File: src/rtl/pc_fetch_unit.sv
// Program counter plus a single-outstanding instruction fetch sequencer.
// It fetches the word at pc over req/gnt/rvalid and holds it with instr_valid until the core retires it.
module pc_fetch_unit #(
    parameter logic [31:0] RESET_PC = 32'h0000_0000
) (
    input  logic        clk,
    input  logic        rst_n,
    input  logic [31:0] pc_next,
    input  logic        pc_advance,
    input  logic        redirect,
    input  logic [31:0] redirect_pc,
    output logic        imem_req,
    output logic [31:0] imem_addr,
    input  logic        imem_gnt,
    input  logic        imem_rvalid,
    input  logic [31:0] imem_rdata,
    output logic        instr_valid,
    output logic [31:0] instr,
    output logic [31:0] pc,
    output logic [31:0] pc4
);

    typedef enum logic [1:0] {
        ST_BOOT = 2'd0,
        ST_REQ  = 2'd1,
        ST_WAIT = 2'd2,
        ST_HOLD = 2'd3
    } state_t;

    localparam logic [31:0] RESET_PC_ALIGNED = {RESET_PC[31:2], 2'b00};

    state_t      state_q, state_d;
    logic [31:0] pc_q, pc_d;
    logic [31:0] instr_q, instr_d;
    logic        instr_valid_q, instr_valid_d;
    logic        imem_req_q, imem_req_d;
    logic        discard_q, discard_d;

    function automatic logic [31:0] word_align(input logic [31:0] addr);
        return {addr[31:2], 2'b00};
    endfunction

    // Next-state, next-PC and fetch bookkeeping; redirect overrides normal flow.
    always_comb begin
        state_d       = state_q;
        pc_d          = pc_q;
        instr_d       = instr_q;
        instr_valid_d = instr_valid_q;
        discard_d     = discard_q;
        case (state_q)
            ST_BOOT: begin
                state_d = ST_REQ;
                if (redirect) begin
                    pc_d = word_align(redirect_pc);
                end else begin
                    pc_d = pc_q;
                end
            end
            ST_REQ: begin
                if (redirect) begin
                    pc_d = word_align(redirect_pc);
                    // A grant in the redirect cycle belongs to the old address.
                    if (imem_gnt) begin
                        state_d   = ST_WAIT;
                        discard_d = 1'b1;
                    end else begin
                        state_d = ST_REQ;
                    end
                end else if (imem_gnt) begin
                    state_d = ST_WAIT;
                end else begin
                    state_d = ST_REQ;
                end
            end
            ST_WAIT: begin
                if (redirect) begin
                    pc_d          = word_align(redirect_pc);
                    instr_valid_d = 1'b0;
                end else begin
                    pc_d = pc_q;
                end
                if (imem_rvalid) begin
                    if (discard_q || redirect) begin
                        discard_d = 1'b0;
                        state_d   = ST_REQ;
                    end else begin
                        instr_d       = imem_rdata;
                        instr_valid_d = 1'b1;
                        state_d       = ST_HOLD;
                    end
                end else if (redirect) begin
                    discard_d = 1'b1;
                end else begin
                    discard_d = discard_q;
                end
            end
            ST_HOLD: begin
                if (redirect) begin
                    pc_d          = word_align(redirect_pc);
                    instr_valid_d = 1'b0;
                    state_d       = ST_REQ;
                end else if (pc_advance) begin
                    pc_d          = word_align(pc_next);
                    instr_valid_d = 1'b0;
                    state_d       = ST_REQ;
                end else begin
                    state_d = ST_HOLD;
                end
            end
            default: begin
                state_d       = ST_BOOT;
                instr_valid_d = 1'b0;
                discard_d     = 1'b0;
            end
        endcase
        imem_req_d = (state_d == ST_REQ);
    end

    // State and registered outputs with asynchronous reset.
    always_ff @(posedge clk or negedge rst_n) begin
        if (!rst_n) begin
            state_q       <= ST_BOOT;
            pc_q          <= RESET_PC_ALIGNED;
            instr_q       <= 32'h0000_0000;
            instr_valid_q <= 1'b0;
            imem_req_q    <= 1'b0;
            discard_q     <= 1'b0;
        end else begin
            state_q       <= state_d;
            pc_q          <= pc_d;
            instr_q       <= instr_d;
            instr_valid_q <= instr_valid_d;
            imem_req_q    <= imem_req_d;
            discard_q     <= discard_d;
        end
    end

    assign imem_req    = imem_req_q;
    assign imem_addr   = pc_q;
    assign instr_valid = instr_valid_q;
    assign instr       = instr_q;
    assign pc          = pc_q;
    assign pc4         = pc_q + 32'd4;

endmodule

File: config.mk
export PLATFORM = sky130hd
export DESIGN_NAME = pc_fetch_unit
export DESIGN_NICKNAME = d
export VERILOG_FILES = /design/src/rtl/pc_fetch_unit.sv
export SDC_FILE = /design/constraint.sdc
export NUM_CORES = 1
export LEC_CHECK = 0
export ABC_AREA = 0
export CORE_ASPECT_RATIO = 2
export CORE_MARGIN = 5
export CORE_UTILIZATION = 40
export CTS_CLUSTER_DIAMETER = 200
export DETAILED_ROUTE_END_ITERATION = 8
export PLACE_DENSITY = 0.87
export REMOVE_ABC_BUFFERS = 1
export SYNTH_ARGS = -nofsm -noshare
export SYNTH_HDL_FRONTEND = slang
export SYNTH_SLANG_ARGS = --single-unit
File: constraint.sdc
create_clock -name clk -period 2.6 [get_ports clk]
set_input_delay 0.78 -clock clk [delete_from_list [all_inputs] [get_ports clk]]
set_output_delay 0.78 -clock clk [all_outputs]
set_load 0.1 [all_outputs]
Word level (Yosys, flattened, before mapping)
Cells that the tools add are included. Widths: inputs -> output; s select.

Reductions and logical operators: 9. Order comparisons: 0. Shifts and indexed selects: 0. Muxes and demuxes: 22. Divide/modulo/power cells: 0. Multiply operators: 0. Equality and inequality tests: 10. Add/subtract/negate cells: 1. Bitwise gates (word level): 1.

Operator list (number): $mux 32 (3); $pmux 32 s2 (1); $add 32x3->32 const B (1); $mux 1 (10); $mux 2 (5); $ne 3x3->1 const B (3); $pmux 2 s4 (1); $reduce_and 5->1 (1); $eq 2x1->1 const B (2); $eq 2x2->1 const B (2); $ne 2x2->1 const B (2); $pmux 1 s2 (2); $reduce_and 2->1 (2); $reduce_bool 2->1 (2); $reduce_and 3->1 (1); $reduce_or 3->1 (1); $logic_not 2->1 (1); $ne 2x1->1 const B (1); $logic_or 1x1->1 (1); $not 1->1 (1).

Word-level logic and storage cells: 49. ROM bits: 0. Flip-flop bits (word level): 69. Output and inout bits: 130. Memories: 0. Input bits: 102. Latch bits: 0. Bits in writable memories: 0.

Logic depth before layout (Yosys ltp)
Gate-level depths: netlist (run 1).

Depth after elaboration: 5. Depth in mapped cells: 6. Depth with buffers taken out: 5.

Worst setup path before layout (run 1)
No wires, ideal clock.

Path kind: register to output. From: register pc_q[2], in the netlist imem_addr[2]. To: output pc4[28]. Data required time: 1.820 ns. Stages on the path, launching flop included: 7. Arrival: 3.494 ns. Path buffers: 1. Setup slack: -1.674 ns. Path through: dfrtp_1 > ha_1 > nand2_1 > nor3_4 > buf_6 > nand4_1 > xnor2_1.

Longest elaborated chain between the ends: 1.

Ends and longest elaborated chain: start: declaration (line 33) `logic [31:0] pc_q, pc_d;`; start signal: assignment (line 130) `pc_q <= pc_d;`; $add 32x3->32 (line 143) `assign pc4 = pc_q + 32'd4;`; end: declaration (line 20) `output logic [31:0] pc4`.

No other way between the ends.

Final worst setup path (run 1)
From: register pc_q[3], in the netlist imem_addr[3]. To: output pc4[24].

The elaborated chain is that of the path after synthesis.

==> results of run 1 <==
## cells in the mapped netlist
master	number	share of area, %
nand3_4	2	0.97
nor2_1	7	0.73
nor3_4	3	1.4
mux2_1	1	0.31
mux2i_1	7	1.9
xor2_1	6	1.5
o21ai_0	25	3.5
conb_1	1	0.10
o21a_1	1	0.21
a21o_1	2	0.42
mux2_2	31	9.7
nand2_2	1	0.17
nand3_1	9	1.2
nor4_1	1	0.17
buf_4	38	7.9
buf_6	4	1.2
a21oi_1	1	0.14
nand4_1	9	1.6
and3_1	5	0.87
o22ai_1	24	4.2
nand2_1	42	4.4
nor3_1	2	0.28
and2_1	1	0.17
and4bb_1	1	0.35
nor3_2	1	0.28
inv_2	2	0.21
xnor2_1	22	5.3
buf_2	6	0.83
ha_1	1	0.35
inv_1	3	0.31
dfrtp_1	67	46
nand3_2	2	0.55
o21ai_1	7	0.97
a31oi_1	2	0.35
and3_2	1	0.21
nor3b_2	1	0.35
clkbuf_1	5	0.52
## path summary, 6_finish.rpt
path                                               start                  endpoint  slack, ns  cells past startpoint
worst min-delay path                instr[2]$_DFFE_PN0P_      instr[2]$_DFFE_PN0P_       0.49                      1
worst min register to register      instr[2]$_DFFE_PN0P_      instr[2]$_DFFE_PN0P_       0.49                      1
worst max-delay path            imem_addr[3]$_DFFE_PN0P_                   pc4[24]      -0.17                      8
worst max register to register      state_q[0]$_DFF_PN0_     instr[20]$_DFFE_PN0P_       0.96                      5
min in group asynchronous                          rst_n  imem_addr[7]$_DFFE_PN0P_       0.54                      1
max in group asynchronous                          rst_n     instr[13]$_DFFE_PN0P_       1.38                      2
## state kept, by name, indices dropped and copies added, names as in the netlist
name,count
state_q,2
imem_req,1
instr_valid,1
instr,32
discard_q,1
imem_addr,30
## area by class of cell
type | count | area [um2]
Clock buffer | 10 | 239
Sequential cell | 67 | 1680
Inverter | 5 | 18.8
Timing Repair Buffer | 270 | 2720
Clock inverter | 6 | 65.1
Multi-Input combinational cell | 225 | 1880
Fill cell | 509 | 2160
Tap cell | 102 | 128
## kinds of logic after synthesis
group,share of synthesized area [%]
compound gates,9.71
simple gates,13.6
xor+xnor,6.80
mux,11.9
flops,46.5
fa+ha+maj,0.347
other cells,0.104
buf+inv,11.0
## per-layer routing
metal | global-route usage, % | vias up
li1 | - | 1630
met1 | 21.6 | 1802
met2 | 46.3 | 229
met3 | 6.92 | 48
met4 | 12.7 | 0
met5 | 0 | -
## cell usage in the layout (no fill, tap or decap), drive strengths merged, types with 2 or more instances in the layout
cell type	count
a21o	2
a31oi	2
and3	6
and4bb	2
buf	173
clkbuf	10
clkdlybuf4s50	96
clkinvlp	4
conb	6
dfrtp	67
inv	5
mux2	32
mux2i	7
nand2	43
nand3	13
nand4	9
nor2	7
nor3	6
o21ai	32
o22ai	24
xnor2	22
xor2	6
## what timing repair did
item,in CTS,in global routing
hold buffers,0,0
buffers inserted,7,5
cloned,1,0
resized for setup,34,14
setup endpoints to repair,22,25
pin swaps,8,9
## metrics by stage
| step | util, % | area [um2] | setup TNS [ns] | std cells | hold slack (ns) |
|---|---|---|---|---|---|
| after floorplan | - | 3250 | -82.56 | 296 | 0.484 |
| after global placement | 67.5 | 6000 | 0 | 656 | 0.475 |
| after detailed placement | 67.5 | 6000 | 0 | 656 | 0.481 |
| after CTS | 74.2 | 6590 | -1.57 | 680 | 0.495 |
| after global routing | 75.7 | 6730 | -3.83 | 685 | 0.519 |
| final | 75.7 | 6730 | -2.08 | 685 | 0.493 |
==> impl_metrics.ini, run 1 <==
[status]
violations = setup timing
status = finished with violations

[global_route]
grt_pass1_wl_um = 20700
grt_pass1_vias = 4012
track_usage_pct = 23.9
antenna_found_initial = 0
grt_start_max_net_pins = 51
grt-ovfl-total = 0

[floorplan]
core_area_mm2 = 0.00889
rows = 49
start_util_pct = 40.6
die_area_mm2 = 0.0111
die_y_um = 144
die_x_um = 77.2
num_io_pins = 232

[layout]
final_nets = 681
diodes = 0
drive_gt1_share_pct = 46.3
area_growth_pct = 86.5

[critical_path]
path_max_fanout = 7
cpMostUsedCell = buf_12
arrival_ns = 1.99
crit_family = buffers and inverters
cp-end-kind = output port
crit_type = register to output port
cpMaxStageDelayCell = dfrtp_1
critical_path.max_stage_delay_ns = 0.40
cp_num_buf_inv = 3
cp-start-kind = register
crit_path_cell_trace = ha_4 > nand2_4 > nor3_4 > buf_12 > buf_8 > nand3_1 > xnor2_2 > buf_12
cp_data_required_time_ns = 1.82

[routing]
dr_wl_met3_um = 1170
top_layer_used = met4
drtIter0Drc = 222
dr_total_vias = 3709
dr_wl_met2_um = 7900
vias_per_cell = 5.41
drt-pass1-iter-count = 4
wl_per_cell_um = 20.4
ant_nets = 0
drcViolationCount = 0
wl_um = 14000
met1_length_um = 4310

[synthesis]
synth_area_mm2 = 0.00361
netlist_instances = 344
ys_types = 37
synth-seq-cells = 67
ys_seq_area_share_pct = 46.5
yosys_warnings = 0
syn_avg_cell_area_um2 = 10.5

[place]
dp_hpwl_um = 10000
gp_congestion = 0.836
io_buffers = 221
pre_cts_ws_ns = 0.0248

[clock_tree]
clock-root-buffer = clkbuf_16
clk_latency_ns = 0.32
cts_tree = yes
cts_inserted_buffers = 9
clock_path_buffers = 2
cts.sinks = 67
path_clk_slew_ns = 0.06
cts.htree.levels = 3

[job]
maxCapViolCount = 0

[sta]
min_period_ns = 2.77
hold_violations = 0
max_freq_ghz = 0.361
maxSlewHeadroom_pct = 45.7
setup_ws_ns = -0.172
tightestPinTransition_ns = 0.815
skew_ns = 0.00825
rsz0062_at_grt = true
drv_slew = 0
period_share_pct = 107
setup_viol = 20

[worst_hold_path]
hp-class = register to register
Power of run 1 is not shown: default switching activity piles up to over one toggle a cycle in this logic, so the estimate is an artifact.
==> run 2, diff against run 1 <==
Settings changed: ABC_CLOCK_PERIOD_IN_PS from default to 2600.
==> results of run 2 <==
Same layout as run 1: the final DEF is identical, and so are final timing and power.
Power of run 2 is left out for the same reason.
==> run 3, diff against run 2 <==
Settings changed: CORE_UTILIZATION 40 to 24, PLACE_DENSITY 0.87 to 0.57, SETUP_SLACK_MARGIN from default to 0.15.
==> run 3 against run 2 <==
Net effect:
- the flow still finishes with violations (setup timing)
- wire length decreased by 6.2%
- hold slack got worse by 0.093 ns
- clock skew shrank 0.00077 ns
- highest routed layer unchanged
- fmax up 2.9%
- cell area up 4.4%
- non-clock buffer count up 6
- global-route usage is 9.7 points lower
- clock-buffer cell count grew 1
- first-iteration DRC count fell by 76%
- final cell count increased by 14%
- sequential share of layout area decreased by 0.99 points
- critical path depth down 1
==> impl_metrics.ini, run 3 (synthesis gave the netlist of run 1 again) <==
[critical_path]
cp-start-kind = register
r2r_start = state_q[0]$_DFF_PN0_
ff2ff_path_depth = 5
cp_data_required_time_ns = 1.82
cp-end-kind = output port
arrival_ns = 1.91
path_max_fanout = 8
r2r_end = instr[27]$_DFFE_PN0P_
r2r_slack_ns = 0.97
crit_type = register to output port

[layout]
post-route-util_pct = 47.4
diodes = 0
area_growth_pct = 94.8
post-route-cell-area_mm2 = 0.00703
drive_gt1_share_pct = 49.1
largest_register_ffs = 32
final_nets = 687
mostFrequentLayoutCell = buf_4
final_cell_mix = buf_4, clkdlybuf4s50_1, dfrtp_1, nand2_1, buf_12

[sta]
max_freq_ghz = 0.371
rsz0062_at_grt = true
period_share_pct = 104
setup_viol = 16
skew_ns = 0.00748
min_period_ns = 2.69
setup_ws_ns = -0.0938
hold_violations = 0
drv_slew = 0

[global_route]
grt_start_max_net_pins = 61
grt_pass1_wl_um = 20000
track_usage_pct = 14.1
antenna_found_initial = 0
grt-ovfl-total = 0
grt_pass1_vias = 3767

[clock_tree]
cts_inserted_buffers = 9
clock_path_buffers = 2
path_clk_slew_ns = 0.06
cts_tree = yes
cts.htree.levels = 3
clk_latency_ns = 0.32
cts.sinks = 67
clock-root-buffer = clkbuf_16

[place]
pre_cts_ws_ns = 0.0128
gp_congestion = 0.762
dp_hpwl_um = 10400
placed_cell_area_mm2 = 0.00612
io_buffers = 221

[routing]
vias_per_cell = 4.47
drcViolationCount = 0
drtIter0Drc = 53
wl_per_cell_um = 16.7
dr_total_vias = 3503
ant_nets = 0
wl_um = 13100
drt-pass1-iter-count = 4

[floorplan]
num_io_pins = 232
die_y_um = 183
rows = 63
die_area_mm2 = 0.0177
core_area_mm2 = 0.0148
die_x_um = 96.7
start_util_pct = 24.3

[worst_hold_path]
hp-class = input pin to asynchronous set/reset pin

[job]
maxCapViolCount = 0

[status]
violations = setup timing
status = finished with violations
[run 3: layer usage]
layer / global-route usage [%] / part of all wire, % / vias to the layer above
li1: - / - / 1645
met1: 13.5 / 32 / 1670
met2: 28.4 / 59 / 167
met3: 4.10 / 7.0 / 21
met4: 4.44 / 1.8 / 0
met5: 0 / 0 / -
[run 3: metrics by stage]
step                      hold WS, ns  cells  TNS [ns]
after global placement          0.469    751         0
after global routing            0.429    784     -2.70
final                           0.400    784    -0.574
after CTS                       0.414    776     -1.14
after detailed placement        0.473    751         0
after floorplan                 0.484    296    -82.56
[run 3: critical path: stages, from the launching register on]
cell and delay, ns:
dfrtp_1 0.41, ha_4 0.17, nand2_4 0.05, nor3_4 0.20, buf_6 0.17, nand4_1 0.15
xnor2_2 0.24, buf_12 0.20
[run 3: worst max-delay path by stage]
stage	to	start	cells past startpoint	slack, ns
after CTS	pc4[26]	imem_addr[3]$_DFFE_PN0P_	7	-0.14
after global routing	pc4[26]	imem_addr[2]$_DFFE_PN0P_	7	-0.18
final	pc4[28]	imem_addr[2]$_DFFE_PN0P_	7	-0.09
after floorplan	pc4[28]	imem_addr[2]$_DFFE_PN0P_	5	-2.45
after detailed placement	imem_addr[14]$_DFFE_PN0P_	redirect	6	0.01
after global placement	imem_addr[14]$_DFFE_PN0P_	redirect	6	0.04
[run 3: timing repair]
item                       in CTS  in global routing
cloned                          1                  0
setup endpoints to repair      24                 27
pin swaps                      21                 25
setup buffers                   8                  8
hold buffers                    0                  0
gates resized for setup        49                 30
[run 3: cell type report]
| class | instances | area, um2 |
|---|---|---|
| multi-input cells | 225 | 1990 |
| repair buffers | 276 | 2780 |
| flip-flops and latches | 67 | 1680 |
| clock inverters | 5 | 60.1 |
| clock buffers | 11 | 253 |
| fillers | 1401 | 7790 |
| inverters | 5 | 18.8 |
| well taps | 195 | 244 |
Power of run 3 is left out for the same reason.
